## config.mk

```make
export PLATFORM = sky130hd
export DESIGN_NAME = shift_deserializer
export DESIGN_NICKNAME = d
export VERILOG_FILES = /design/src/rtl/shift_deserializer.sv
export SDC_FILE = /design/constraint.sdc
export NUM_CORES = 1
export LEC_CHECK = 0
export ABC_AREA = 1
export ABC_CLOCK_PERIOD_IN_PS = 1200
export CAP_MARGIN = 10
export CORE_MARGIN = 2
export CORE_UTILIZATION = 53
export CTS_CLUSTER_DIAMETER = 100
export CTS_CLUSTER_SIZE = 28
export DETAILED_ROUTE_END_ITERATION = 8
export DONT_BUFFER_PORTS = 1
export PLACE_DENSITY = 0.71
export SLEW_MARGIN = 10
export SYNTH_ARGS = -nofsm -noshare
export SYNTH_HDL_FRONTEND = slang
export SYNTH_SLANG_ARGS = --single-unit
```

## constraint.sdc

```tcl
create_clock -name clk -period 1.2 [get_ports clk]
set_input_delay 0.12 -clock clk [delete_from_list [all_inputs] [get_ports clk]]
set_output_delay 0.12 -clock clk [all_outputs]
set_load 0.01 [all_outputs]
```

## src/rtl/shift_deserializer.sv

```systemverilog
// ---------------------------------------------------------------------------
// shift_deserializer
//   Receive end of a serial shift path. Bits arriving on sin (qualified by
//   sin_valid) are collected into a WIDTH-bit word, MSB-first or LSB-first
//   as chosen by dir at the first bit of each word. Each completed word is
//   handed to a one-deep valid/ready output register. A completed word that
//   finds the register still occupied is dropped, and the sticky overrun
//   flag is set.
//
// Ports
//   clk         in   1      rising-edge clock
//   rst         in   1      asynchronous, active-high reset
//   clr         in   1      synchronous clear of bit counter and overrun
//   sin         in   1      serial data bit
//   sin_valid   in   1      sample sin on this edge
//   dir         in   1      0 = MSB-first, 1 = LSB-first (taken at bit 0)
//   dout        out  WIDTH  completed parallel word
//   dout_valid  out  1      dout holds an unconsumed word
//   dout_ready  in   1      consumer accepts dout when dout_valid is high
//   overrun     out  1      sticky: a completed word was dropped
//   bit_cnt     out  CW     bits collected in the current word
// ---------------------------------------------------------------------------
module shift_deserializer #(
    parameter int WIDTH = 4,
    parameter int CW    = 3
) (
    input  logic             clk,
    input  logic             rst,
    input  logic             clr,
    input  logic             sin,
    input  logic             sin_valid,
    input  logic             dir,
    output logic [WIDTH-1:0] dout,
    output logic             dout_valid,
    input  logic             dout_ready,
    output logic             overrun,
    output logic [CW-1:0]    bit_cnt
);

    localparam logic [CW-1:0] LAST_BIT = CW'(WIDTH - 1);

    logic [WIDTH-1:0] r_sr;
    logic [CW-1:0]    r_cnt;
    logic             r_dir_l;
    logic [WIDTH-1:0] r_dout;
    logic             r_dout_valid;
    logic             r_overrun;

    logic             w_sample;
    logic             w_dir_eff;
    logic [WIDTH-1:0] w_shifted;
    logic             w_complete;
    logic             w_accept;

    // clr takes priority over a simultaneous bit: that bit is not sampled.
    assign w_sample = sin_valid & ~clr;

    // dir only matters on the first bit; later bits follow the latched value
    // so a mid-word change cannot scramble the word being assembled.
    assign w_dir_eff = (r_cnt == '0) ? dir : r_dir_l;

    always_comb begin
        w_shifted = r_sr;
        if (w_dir_eff) begin
            w_shifted = {sin, r_sr[WIDTH-1:1]};
        end else begin
            w_shifted = {r_sr[WIDTH-2:0], sin};
        end
    end

    assign w_complete = w_sample & (r_cnt == LAST_BIT);
    assign w_accept   = r_dout_valid & dout_ready;

    // Shift register, bit counter and direction latch
    always_ff @(posedge clk or posedge rst) begin
        if (rst) begin
            r_sr    <= '0;
            r_cnt   <= '0;
            r_dir_l <= 1'b0;
        end else if (clr) begin
            r_cnt <= '0;
        end else if (sin_valid) begin
            r_sr <= w_shifted;
            if (r_cnt == '0) begin
                r_dir_l <= dir;
            end
            if (r_cnt == LAST_BIT) begin
                r_cnt <= '0;
            end else begin
                r_cnt <= r_cnt + 1'b1;
            end
        end
    end

    // One-deep output register. Accepting and completing on the same edge
    // refills it directly, so a steady stream runs without bubbles.
    always_ff @(posedge clk or posedge rst) begin
        if (rst) begin
            r_dout       <= '0;
            r_dout_valid <= 1'b0;
            r_overrun    <= 1'b0;
        end else begin
            if (w_complete && (!r_dout_valid || w_accept)) begin
                r_dout       <= w_shifted;
                r_dout_valid <= 1'b1;
            end else if (w_accept) begin
                r_dout_valid <= 1'b0;
            end

            if (clr) begin
                r_overrun <= 1'b0;
            end else if (w_complete && r_dout_valid && !dout_ready) begin
                r_overrun <= 1'b1;
            end
        end
    end

    assign dout       = r_dout;
    assign dout_valid = r_dout_valid;
    assign overrun    = r_overrun;
    assign bit_cnt    = r_cnt;

endmodule

```

Word-level counts from Yosys, hierarchy flattened
Cells that the tools add are included.

Register bits: 14. Bits in latches: 0. Bits in writable memories: 0. Memory bits (read-only): 0. Logic and storage cells: 32. Memories kept: 0.

$add $sub $neg: 1. Multipliers: 0. Div/mod/pow operators: 0. $lt $le $gt $ge: 0. Eq/ne operators: 1. Shift operators: 0. Multiplexer cells: 9. Bitwise gates (word level): 4. Reduce and logical (&&, ||, !) cells: 11.

Operators with widths (number): $mux W3 (3); $reduce_bool A2 Y1 (3); $mux W1 (5); $mux W4 (1); $add A3 B1 Y3 const B (1); $and A1 B1 Y1 (3); $eq A3 B2 Y1 const B (1); $logic_and A1 B1 Y1 (3); $logic_not A3 Y1 (1); $logic_not A1 Y1 (2); $reduce_and A2 Y1 (1); $logic_or A1 B1 Y1 (1); $not A1 Y1 (1).

Logic depth before layout (Yosys ltp)
Depth in word-level cells: 7. Mapped depth: 8.

Least setup slack after synthesis
No wires, ideal clock.

Kind: reg2reg. From: register r_cnt[0] (netlist: bit_cnt[0]). To: register r_dout[0] (netlist: dout[0]). Data arrival time: 1147 ps. Setup slack: -64 ps. Cell stages (with the launch flop): 9. Path buffers: 0. Cells stage by stage: dfrtp_1 -> ha_1 -> inv_1 -> nor2_1 -> nand2_4 -> nor2_8 -> inv_2 -> nand2_1 -> nand2_1.

Longest elaborated chain between the ends: 3. Elaborated cells on any way between the ends: 6. Those cells by class: 1 x eq/ne; 2 x mux; 1 x bitwise; 2 x reduce/logical.

RTL lines: from (decl) (line 43) `logic [CW-1:0] r_cnt;`; from (signal assigned) (line 90) `r_cnt <= r_cnt + 1'b1;`; $logic_not A3 Y1 or $eq A3 B2 Y1 (tied branches) (line 60, 71); $mux W1 or $and A1 B1 Y1 (tied branches); $mux W4 or $logic_and A1 B1 Y1 (tied branches) (line 64, 103); to (signal assigned) (line 104) `r_dout <= w_shifted;`; to (decl) (line 45) `logic [WIDTH-1:0] r_dout;`.

Parallel ways exist; a longest one is shown, timed or not. A chain may end at the register's enable or synchronous reset.

Worst setup path after layout
From: register r_cnt[0] (netlist: bit_cnt[0]). To: register r_dout[3] (netlist: dout[3]).

Same word-level chain as after synthesis.

==> impl_results.md <==
* 1st-iter DRT viols at 13
* Count of cell types in the netlist at 13
* Leakage at 0.528 nW
* Tcrit/Tclk final at 104%
* Number of flops mapped to enable cells by yosys at 0
* RSZ-0062 raised after global routing: yes
* HPWL after DPL at 1050 um
* Clock Sinks at 14
* Synthesized flop and latch total at 14
* Arrival @ worst endpoint at 1.41 ns
* Reg-to-Reg End: dout[3]$_DFFE_PP0P_
* First-pass GRT wire length at 2370 um
* Placer Congestion at 0.800
* Outcome: complete, but fails checks
* Area grow syn2layout at 34.4%
* R2R cell count at 8
* Die H at 40.9 um
* Wirelength per Cell at 14.6 um
* Clk slew on worst S/H paths at 0.09 ns
* Worst rel slew slack at 64.3%
* DR vias/cell at 5.48
* Worst setup margin at -0.0449 ns
* Synth Warn # at 0
* Startpoint type of the worst setup path: flip-flop
* Pre-Repair DR Iteration Count at 4
* GR Overflow Total at 0
* Syn nets at 96
* Peak supply drop at 684 uV
* Antenna diode count at 0
* Crit path cell chain: ha_2, inv_2, nor2_4, nand2_4, nor2_8, inv_2, nand2_1, nand2_1
* TritonCTS clock tree: yes
* CP required at 1.37 ns
* Vias in the first global route at 582
* Worst Max-Slew Pin Slew at 0.534 ns
* Post-synth top cells: nand2_1, nand3_1, dfrtp_1
* Initial Utilization at 56.1%
* Launch point of the worst path: bit_cnt[0]$_DFFE_PP0P_
* Die Footprint at 0.00167 sq mm
* Max cap viols at 0
* Pwr per Cell Area at 1250 mW/mm^2
* Most frequent cell after synthesis: nand2_1
* Synth top area share at 48.6%
* Max FO, Critical Path at 5
* Mean Syn Cell Area at 8.28 sq um
* Post-synthesis sequential area ratio at 48.6%
* DRT Wirelength at 1740 um
* Worst Clk Skew at 0.0102 ns
* Htree depth at 1
* Post-layout min period at 1.24 ns
* Final Max Tran Viols at 0
* Clk_lat worst skew at 0.28 ns
* Pin count of the biggest net entering global routing at 15
* Share of cells above drive strength 1 at 40.4%
* Largest area contributor in the netlist: dfrtp_1
* Hold WC Path Type: in2reg
* Setup tns final at -0.147 ns
* Rows at 13
* Worst setup path end: dout[3]$_DFFE_PP0P_
* Max incr delay on CP at 0.40 ns
* Die X at 40.9 um
* Hold Violations, Final at 0
* DR vias at 652
* Clock root cell: clkbuf_4
* # fillers at 90
* Worst-case clock buffer depth at 2
* Core area at 0.00128 sq mm
* Gr usage total at 21.6%
* Post-synthesis cell count at 87
* Crit Path Category: reg2reg
* Total CTS buffers at 3
* Slowest CP cell: dfrtp_1
* Detail Route Antenna Nets at 0
* FF-to-FF Start: bit_cnt[0]$_DFFE_PP0P_
* Ys async rst share at 100%
* Synthesized area at 721 sq um
* Type of destination of the critical path: flip-flop
* Main synth FF type: dfrtp_1
* Antenna violations before repair at 0
* Remaining DRCs at 0
* WHS at 0.0131 ns
* Top-level I/O count at 16
* Reg2reg setup slack at -0.04 ns
* Port Buffers at 0
* Synth area leaders: dfrtp_1, nand3_1, nand2_1
* # nets final at 115
* Violated checks: negative setup slack
* Max Fclk at 803 MHz
* Final setup fails at 4
layer usage:
metal  track usage [%]  share of wire [%]
met1              24.6                 38
met2              41.0                 55
met3              3.26                3.4
met4              5.00                3.3
met5                 0                  0
cells by family (layout without fill, tap and decap cells):
family          Yosys count  count (layout)  synth area share (%)
compound gates            5               5                  3.82
fa+ha+maj                 2               2                  3.47
buf+inv                  18              35                  9.37
flops                    14              14                  48.6
simple gates             48              48                  34.7
flip-flops by register name, summed over array words and instances, names as in the netlist:
register and cells:
dout 4, r_sr 4, dout_valid 1, bit_cnt 3, r_dir_l 1, overrun 1
worst min path at each step:
stage,cells past startpoint,end,slack (ns),startpoint
floorplan,1,bit_cnt[0]$_DFFE_PP0P_,0.009,rst
global placement,1,dout_valid$_DFFE_PP0P_,0.08,rst
detailed placement,1,r_sr[3]$_DFFE_PP0N_,0.07,rst
CTS,3,bit_cnt[1]$_DFFE_PP0P_,0.02,clr
global route,3,overrun$_DFFE_PP0P_,0.03,clr
finish,3,bit_cnt[1]$_DFFE_PP0P_,0.01,clr
worst max-delay path, delay by kind of cell (launching register included):
| family | cells | cell delay [ns] |
|---|---|---|
| flip-flops | 1 | 0.40 |
| AND/OR/NAND/NOR | 5 | 0.40 |
| adder cells (fa/ha/maj) | 1 | 0.21 |
| buffers and inverters | 2 | 0.11 |
report_power, final:
| part | total, mW | switching (mW) | internal [mW] |
|---|---|---|---|
| clock network | 0.269 | 0.153 | 0.116 |
| registers | 0.606 | 0.0619 | 0.544 |
| logic | 0.337 | 0.200 | 0.137 |
| total | 1.21 | 0.414 | 0.797 |
through the flow:
stage | total power [mW] | util, % | setup WS (ns) | instances | instance area (sq um)
finish | 1.21 | 75.4 | -0.0449 | 119 | 968
global route | 1.27 | 75.4 | -0.126 | 119 | 968
CTS | 1.14 | 70.0 | -0.0299 | 117 | 900
detailed placement | 0.847 | 61.2 | -0.0413 | 107 | 787
global placement | 0.838 | 61.2 | -0.0260 | 107 | 787
floorplan | 0.782 | - | 0.0131 | 87 | 731
placed cells by master (no fill, tap or decap), drive strengths merged:
master,instances
dfrtp,14
a211oi,1
buf,11
dlygate4sd3,3
ha,2
nand2,24
clkbuf,3
nand3,19
nor2,4
inv,18
nand3b,1
o21ai,4
cell type report:
type | instances | area [sq um] | share of cell area, %
well taps | 15 | 18.8 | 1.94
inverters | 18 | 67.6 | 6.98
clock buffers | 3 | 22.5 | 2.33
flip-flops and latches | 14 | 350 | 36.2
repair buffers | 14 | 113 | 11.6
multi-input cells | 55 | 397 | 41.0
what timing repair did:
item / 4_1_cts / 5_1_grt
cloned: 0 / 0
buffers inserted: 4 / 2
endpoints found under the hold margin: 15 / 0
resized for setup: 8 / 11
pin swaps: 4 / 7
setup endpoints to repair: 8 / 9
hold buffers: 3 / 0
No activity file was read; power rests on OpenSTA's default activity.
